File: src/rtl/sseg_pkg.sv
// Shared types and helpers for the seven-segment scan controller.
// Contents:
//   state_t         scan FSM states (BLANK, FETCH, SHOW)
//   SSEG_OFF        active-low "all segments dark" pattern
//   MAX_DIGITS      widest display the controller supports
//   anode_onehot_n  one-hot active-low anode vector for a digit index
package sseg_pkg;

  typedef enum logic [1:0] {
    BLANK,
    FETCH,
    SHOW
  } state_t;

  localparam logic [7:0] SSEG_OFF   = 8'hFF;
  localparam int         MAX_DIGITS = 16;

  // Pulls exactly one anode low. The result is sized for the widest display;
  // callers truncate it to their own digit count.
  function automatic logic [MAX_DIGITS-1:0] anode_onehot_n(input logic [3:0] idx);
    return ~(16'h0001 << idx);
  endfunction

endpackage

File: src/rtl/sseg_slot_timer.sv
// Loadable down-counter that times the blank and lit phases of a digit slot.
// Ports:
//   clk      system clock, rising edge
//   i_load   reload the counter with i_value (takes priority over counting)
//   i_value  reload value; the phase then lasts i_value+1 cycles
//   o_done   high while the counter sits at zero (last cycle of the phase)
module sseg_slot_timer #(
  parameter int CW = 4
) (
  input  logic          clk,
  input  logic          i_load,
  input  logic [CW-1:0] i_value,
  output logic          o_done
);

  logic [CW-1:0] r_cnt;

  // The counter parks at zero once it expires. The owner reloads it on every
  // phase change, so it never has to wrap.
  always_ff @(posedge clk) begin
    if (i_load) begin
      r_cnt <= i_value;
    end else if (r_cnt != '0) begin
      r_cnt <= r_cnt - 1'b1;
    end
  end

  assign o_done = (r_cnt == '0);

endmodule

File: src/rtl/sseg_scan_ctrl.sv
// Time-multiplexed scan controller for an N-digit common-anode display.
// Ports:
//   clk         system clock, rising edge
//   reset       synchronous active-high reset
//   hex_in      one nibble per digit, digit i at [4i+3:4i], digit 0 rightmost
//   dp_in       decimal point per digit (1 = lit)
//   en_mask     per-digit enable (0 = digit stays dark in its slot)
//   rom_addr    registered address to the external hex-to-pattern ROM
//   rom_data    active-low {g..a} pattern from that ROM
//   an_n        active-low anode enables, at most one low
//   sseg_n      active-low segments {dp,g,f,e,d,c,b,a}
//   frame_tick  one-cycle pulse after the last digit's slot ends
module sseg_scan_ctrl
  import sseg_pkg::*;
#(
  parameter int N_DIGITS  = 8,
  parameter int ON_CYC    = 50000,
  parameter int BLANK_CYC = 500
) (
  input  logic                  clk,
  input  logic                  reset,
  input  logic [4*N_DIGITS-1:0] hex_in,
  input  logic [N_DIGITS-1:0]   dp_in,
  input  logic [N_DIGITS-1:0]   en_mask,
  output logic [3:0]            rom_addr,
  input  logic [6:0]            rom_data,
  output logic [N_DIGITS-1:0]   an_n,
  output logic [7:0]            sseg_n,
  output logic                  frame_tick
);

  localparam int MAX_CYC = (ON_CYC > BLANK_CYC) ? ON_CYC : BLANK_CYC;
  localparam int CW      = $clog2(MAX_CYC + 1);
  localparam int IW      = (N_DIGITS > 1) ? $clog2(N_DIGITS) : 1;

  localparam logic [CW-1:0] ON_LOAD    = CW'(ON_CYC - 1);
  localparam logic [CW-1:0] BLANK_LOAD = CW'(BLANK_CYC - 1);
  localparam logic [IW-1:0] LAST_IDX   = IW'(N_DIGITS - 1);

  state_t r_state;
  state_t w_next_state;

  logic [IW-1:0]       r_idx;
  logic [3:0]          r_rom_addr;
  logic [N_DIGITS-1:0] r_an_n;
  logic [7:0]          r_sseg_n;
  logic                r_frame_tick;

  logic                w_timer_load;
  logic [CW-1:0]       w_timer_value;
  logic                w_timer_done;
  logic [N_DIGITS-1:0] w_an_sel;

  // A single timer serves both timed phases. It is reloaded with the lit
  // length while in FETCH and with the blank length when SHOW expires. Reset
  // also arms it with the blank length so the first slot after reset has the
  // same shape as every other slot.
  always_comb begin
    w_timer_load  = 1'b0;
    w_timer_value = BLANK_LOAD;
    if (reset) begin
      w_timer_load = 1'b1;
    end else if (r_state == FETCH) begin
      w_timer_load  = 1'b1;
      w_timer_value = ON_LOAD;
    end else if (r_state == SHOW && w_timer_done) begin
      w_timer_load = 1'b1;
    end
  end

  sseg_slot_timer #(
    .CW(CW)
  ) u_timer (
    .clk    (clk),
    .i_load (w_timer_load),
    .i_value(w_timer_value),
    .o_done (w_timer_done)
  );

  // State register for the BLANK -> FETCH -> SHOW slot sequence.
  always_ff @(posedge clk) begin
    if (reset) begin
      r_state <= BLANK;
    end else begin
      r_state <= w_next_state;
    end
  end

  // FETCH always lasts exactly one cycle: the ROM answers combinationally,
  // so the pattern is ready in the cycle right after the address is loaded.
  always_comb begin
    w_next_state = r_state;
    unique case (r_state)
      BLANK:   if (w_timer_done) w_next_state = FETCH;
      FETCH:   w_next_state = SHOW;
      SHOW:    if (w_timer_done) w_next_state = BLANK;
      default: w_next_state = BLANK;
    endcase
  end

  assign w_an_sel = N_DIGITS'(anode_onehot_n(4'(r_idx)));

  // Datapath registers. Anodes and segments are written on the same edge so
  // no wrong pattern ever appears on a freshly enabled digit. Each input is
  // sampled in exactly one cycle of the slot, so changes made while a digit
  // is lit only show up in that digit's next slot.
  always_ff @(posedge clk) begin
    if (reset) begin
      r_idx        <= '0;
      r_rom_addr   <= 4'h0;
      r_an_n       <= '1;
      r_sseg_n     <= SSEG_OFF;
      r_frame_tick <= 1'b0;
    end else begin
      r_frame_tick <= 1'b0;
      unique case (r_state)
        BLANK: begin
          if (w_timer_done) begin
            r_rom_addr <= hex_in[{r_idx, 2'b00} +: 4];
          end
        end
        FETCH: begin
          if (en_mask[r_idx]) begin
            r_sseg_n <= {~dp_in[r_idx], rom_data};
            r_an_n   <= w_an_sel;
          end else begin
            r_sseg_n <= SSEG_OFF;
            r_an_n   <= '1;
          end
        end
        SHOW: begin
          if (w_timer_done) begin
            r_an_n       <= '1;
            r_sseg_n     <= SSEG_OFF;
            r_frame_tick <= (r_idx == LAST_IDX);
            r_idx        <= (r_idx == LAST_IDX) ? '0 : r_idx + 1'b1;
          end
        end
        default: begin
          r_an_n   <= '1;
          r_sseg_n <= SSEG_OFF;
        end
      endcase
    end
  end

  assign rom_addr   = r_rom_addr;
  assign an_n       = r_an_n;
  assign sseg_n     = r_sseg_n;
  assign frame_tick = r_frame_tick;

endmodule

File: config.mk
export PLATFORM = sky130hd
export DESIGN_NAME = sseg_scan_ctrl
export DESIGN_NICKNAME = d
export VERILOG_FILES = /design/src/rtl/sseg_pkg.sv /design/src/rtl/sseg_slot_timer.sv /design/src/rtl/sseg_scan_ctrl.sv
export SDC_FILE = /design/constraint.sdc
export NUM_CORES = 1
export LEC_CHECK = 0
export ABC_AREA = 1
export ABC_CLOCK_PERIOD_IN_PS = 3300
export CAP_MARGIN = 20
export CORE_MARGIN = 5
export CORE_UTILIZATION = 53
export CTS_CLUSTER_DIAMETER = 80
export DETAILED_ROUTE_END_ITERATION = 12
export GPL_ROUTABILITY_DRIVEN = 0
export PLACE_DENSITY = 0.85
export SYNTH_ARGS = -nofsm -noshare
export SYNTH_HDL_FRONTEND = slang
export SYNTH_SLANG_ARGS = --single-unit
File: constraint.sdc
create_clock -name clk -period 3.3 [get_ports clk]
set_input_delay 0.825 -clock clk [delete_from_list [all_inputs] [get_ports clk]]
set_output_delay 0.825 -clock clk [all_outputs]
set_load 0.005 [all_outputs]
; After elaboration in Yosys (flattened, before gate mapping)
; Index checks and enable logic that the tools add are counted.
[word_totals]
ff_bits = 42
output_inout_bits = 21
[op_classes]
n_addsub = 2
magnitude_cmp = 1
n_eq_ne = 5
n_shift = 2
mux = 20
bitwise = 5
reduce_logical = 10
[ops]
columns = operator, n
row1 = 2-to-1 mux 16 bit, 4
row2 = case mux 8 bit (3 select lines), 2
row3 = indexed part select 32 x 6 -> 4 bit, 1
row4 = 2-to-1 mux 8 bit, 3
row5 = zero test 16 bit, 1
row6 = nonzero test 16 bit, 1
row7 = subtractor 16 x 1 -> 16 bit (second input constant), 1
row8 = NOT 8 bit, 1
row9 = AND reduction 2 bit, 4
row10 = left shift 1 x 3 -> 8 bit (first input constant), 1
row11 = binary-select mux 1 bit (select 3 bit), 2
row12 = case mux 2 bit (3 select lines), 1
row13 = 2-to-1 mux 1 bit, 5
row14 = < comparator 3 x 4 -> 1 bit (second input constant), 1
row15 = 2-to-1 mux 2 bit, 2
row16 = != test 2 bit (second input constant), 2
row17 = NOT 1 bit, 4
row18 = adder 3 x 1 -> 3 bit (second input constant), 1
row19 = equality test 3 bit (second input constant), 1
row20 = 2-to-1 mux 3 bit, 1
row21 = OR reduction 3 bit, 1
row22 = equality test 2 x 1 -> 1 bit (second input constant), 1
row23 = equality test 2 bit (second input constant), 1
row24 = zero test 2 bit, 1
row25 = other kinds (2), 2

; Depth between registers and ports, before layout
[depth]
ltp_word = 6
ltp_mapped = 11
mapped_depth_nobuf = 10

; Cells and area by module
; From an unflattened synthesis, not the netlist that was laid out.
[hier_totals]
hier_cells = 410
area_unflattened_um2 = 2837.7
[modules_own_cells]
columns = module, n_inst, cells_per_inst, area_per_inst_um2, seq_area_each_um2
row1 = sseg_scan_ctrl, 1, 262, 1714.1, 520.5
row2 = sseg_slot_timer, 1, 148, 1123.6, 480.5

; Worst setup path after synthesis
; OpenSTA, ideal clock, no wires.
[synth_timing]
kind = input to register
startpoint = input port reset
endpoint = register u_timer.r_cnt[0], enable pin
setup_ns = 0.372
arrival_time_ns = 1.752
required_ns = 2.928
path_slack_ns = 1.177
stages = 5
cell_sequence = clkbuf_1 -> inv_2 -> nand3_2 -> inv_2 -> nand2_1
[synth_via]
elab_chain_cells = 2
[synth_rtl]
columns = item, line
row1 = from (decl), sseg_scan_ctrl.sv:21  ; input logic reset,
row2 = 2-to-1 mux 1 bit, sseg_scan_ctrl.sv:61  ; if (reset) begin
row3 = nonzero test 2 bit (no line), --
row4 = to (signal assigned), sseg_slot_timer.sv:22  ; r_cnt <= i_value;
row5 = to (signal assigned), sseg_slot_timer.sv:24  ; r_cnt <= r_cnt - 1'b1;
row6 = to (decl), sseg_slot_timer.sv:16  ; logic [CW-1:0] r_cnt;
; Every way passes these cells.
; A chain may end at the register's enable or synchronous reset.

; Final worst setup path
[layout_timing]
startpoint = input port reset
endpoint = register u_timer.r_cnt[14], enable pin
; The elaborated chain is that of the path after synthesis.

==> impl_metrics.env <==
export IMPL_min_path_cells=2
export IMPL_crit_chain="clkdlybuf4s50_1, inv_2, nand3_2, inv_2, nand2_1"
export IMPL_die_w_um=83.5
export IMPL_ys_top_cells_by_area="dfxtp_1, edfxtp_1, nand2_1"
export IMPL_dr_pass1_iters=4
export IMPL_fin_util_pct=72.9
export IMPL_diodes=0
export IMPL_clk_pin_slew_ns=0.08
export IMPL_cp_arrival_ns=2.32
export IMPL_synth_edf_count=16
export IMPL_antenna_found_initial=0
export IMPL_portBuffers=77
export IMPL_overflow=0
export IMPL_synth_cells=404
export IMPL_peakVddDrop_mv=0.219
export IMPL_setup_slack_ns=0.910
export IMPL_core_um2=5170
export IMPL_critical_path_class="in2reg"
export IMPL_fin_crit_ns=2.39
export IMPL_syn_area_per_cell_um2=7.10
export IMPL_cap_violations=0
export IMPL_crit_path_start_kind="input pin"
export IMPL_grt_pass1_wl_um=11000
export IMPL_drv_slew=0
export IMPL_synth_async_reset_ratio_pct=0
export IMPL_die_y_um=83.5
export IMPL_ys_ff_latch=42
export IMPL_max_freq_mhz=418
export IMPL_nets=541
export IMPL_cpMaxStageDelayCell="clkdlybuf4s50_1"
export IMPL_clockRootBuffer="clkbuf_8"
export IMPL_pwr_density_cell_nw_per_um2=283
export IMPL_layout_drive_gt1_share_pct=15.1
export IMPL_ys_seq_area_share_pct=34.9
export IMPL_setup_viol=0
export IMPL_leakagePower_nw=1.69
export IMPL_synth_nets=468
export IMPL_cp_slowest_stage_delay_ns=0.65
export IMPL_finalHoldViolCount=0
export IMPL_wl_per_cell_um=11.7
export IMPL_dp_slack_ns=0.592
export IMPL_synth_flop_cell="dfxtp_1"
export IMPL_start_util_pct=55.4
export IMPL_wirelength_um=6420
export IMPL_critPathCaptureType="flop"
export IMPL_drtAntennaViolNets=0
export IMPL_clock_latency_ns=0.29
export IMPL_place_hpwl_um=4900
export IMPL_grt_pass1_vias=2528
export IMPL_setup_tns_ns=0
export IMPL_worstReg2RegEnd="u_timer.r_cnt[14]"
export IMPL_hold_path_class="reg2reg"
export IMPL_max_slew_margin_rel_pct=55.8
export IMPL_vias_per_cell=4.95
export IMPL_worstMarginPinSlew_ns=0.662
export IMPL_ys_warn_count=0
export IMPL_yosys_area_top_type="dfxtp_1"
export IMPL_critPathMostFrequentCell="inv_2"
export IMPL_synth_top_cell_area_share_pct=18.2
export IMPL_ios=78
export IMPL_cts_tree="done"
export IMPL_clock_sinks=42
export IMPL_postCtsHoldBufs=0
export IMPL_outcome="completed"
export IMPL_die_area_um2=6980
export IMPL_regToRegSetupSlack_ns=0.97
export IMPL_vias=2714
export IMPL_crit_fanout=16
export IMPL_clk_path_buf_depth=2
export IMPL_post_cts_buffers=0
export IMPL_ff2ff_path_depth=8
export IMPL_ys_types=33
export IMPL_cp_num_buf_inv=3
export IMPL_required_ns=3.23
export IMPL_r2r_start="u_timer.r_cnt[0]"
export IMPL_grt_max_degree=29
export IMPL_min_period_over_period_pct=72.4
export IMPL_h_tree_depth=2
export IMPL_drt_iter0_drc=164
export IMPL_cp_depth=5
export IMPL_cts_resized=0
export IMPL_min_delay_start="an_n[0]"
export IMPL_synth_area_um2=2870
export IMPL_cts_made_buffers=5
export IMPL_drc=0
export IMPL_path_delay_family="buffers and inverters"
export IMPL_worstHoldEndpoint="an_n[0]"
export IMPL_skew_ns=0.00280
export IMPL_rows=26
export IMPL_rsz0062_at_grt="no"
export IMPL_power_w=0.00107
export IMPL_track_usage_pct=18.6
export IMPL_area_growth_pct=31.5
==> worst register-to-register path, stage by stage, from the launching register on <==
cell and delay, ns:
edfxtp_1 0.40, inv_1 0.11, ha_1 0.25, nand2_4 0.11
nor2_8 0.18, nand3_4 0.13, nand3_2 0.19, inv_2 0.09
nand2_1 0.50
==> final cells by class <==
cell class	instances	area, µm²
tap	70	87.6
fill	416	1400
sequential	42	1000
inverter	42	170
clock inverter	2	37.5
timing repair buffer	80	793
clock buffer	6	72.6
multi-input combinational	306	1610
==> power by group <==
group	switching [W]	internal (W)	total [W]
logic	0.0000432	0.0000754	0.000119
clock network	0.000177	0.000226	0.000403
registers	0.00000406	0.000539	0.000543
total	0.000225	0.000841	0.00107
==> how the worst max path moves through the flow <==
stage / start / endpoint / slack, ns
CTS: reset / u_timer.r_cnt[14] / 0.92
global placement: reset / u_timer.r_cnt[4] / 0.66
global route: u_timer.r_cnt[0] / u_timer.r_cnt[14] / 0.80
floorplan: reset / u_timer.r_cnt[0] / 1.18
finish: reset / u_timer.r_cnt[14] / 0.91
detailed placement: reset / u_timer.r_cnt[4] / 0.59
==> logic make-up (layout without fill, tap and decap cells) <==
| logic type | count (synthesis) | count (layout) | synth area share, % |
|---|---|---|---|
| buf+inv | 56 | 130 | 8.99 |
| simple gates | 263 | 263 | 45.2 |
| flops | 42 | 42 | 34.9 |
| compound gates | 24 | 24 | 4.19 |
| fa+ha+maj | 7 | 7 | 3.06 |
| xor+xnor | 12 | 12 | 3.67 |
==> registers in the layout, summed over array words and instances, names as in the netlist <==
name           cells
r_state            2
rom_addr           4
an_n               8
sseg_n             8
r_idx              3
u_timer.r_cnt     16
frame_tick         1
==> per-layer routing <==
metal	vias to the layer above	GRT usage [%]	part of all wire, %
li1	1396	-	-
met4	0	6.29	1.6
met5	-	0	0
met2	99	31.6	47
met3	8	6.12	10
met1	1211	22.1	41
==> cell usage in the layout (no fill, tap or decap), drive strengths merged <==
| cell | netlist | routed |
|---|---|---|
| nor3 | 2 | 2 |
| dfxtp | 26 | 26 |
| a21oi | 4 | 4 |
| nand4 | 1 | 1 |
| nand3 | 41 | 41 |
| nor2 | 81 | 81 |
| clkbuf | 6 | 6 |
| clkinv | 1 | 1 |
| xnor2 | 3 | 3 |
| or2 | 3 | 3 |
| clkinvlp | 0 | 1 |
| bufinv | 0 | 1 |
| ha | 7 | 7 |
| inv | 41 | 41 |
| clkdlybuf4s50 | 0 | 77 |
| edfxtp | 16 | 16 |
| xor2 | 9 | 9 |
| o21ai | 20 | 20 |
| nand3b | 1 | 1 |
| nand2 | 134 | 134 |
| buf | 8 | 3 |
==> synth_stat cells, types with 2 or more instances <==
master	number
nand2_1	103
nor2_1	68
inv_1	36
nand3_1	30
dfxtp_1	26
nand2_2	26
edfxtp_1	16
o21ai_0	12
nand3_2	10
nor2_2	9
xor2_1	9
o21ai_1	8
ha_1	7
buf_2	6
clkbuf_1	5
inv_2	5
a21oi_1	4
nand2_4	4
nor2_4	3
xnor2_1	3
or2_1	2
==> stage by stage <==
step / instances / cell area (µm²) / hold slack [ns]
final: 548 / 3770 / 0.481
after global routing: 548 / 3770 / 0.494
after CTS: 548 / 3770 / 0.485
after detailed placement: 540 / 3660 / 0.464
after global placement: 540 / 3660 / 0.458
after floorplan: 404 / 2870 / 0.465
No activity file was read; power rests on OpenSTA's default activity.
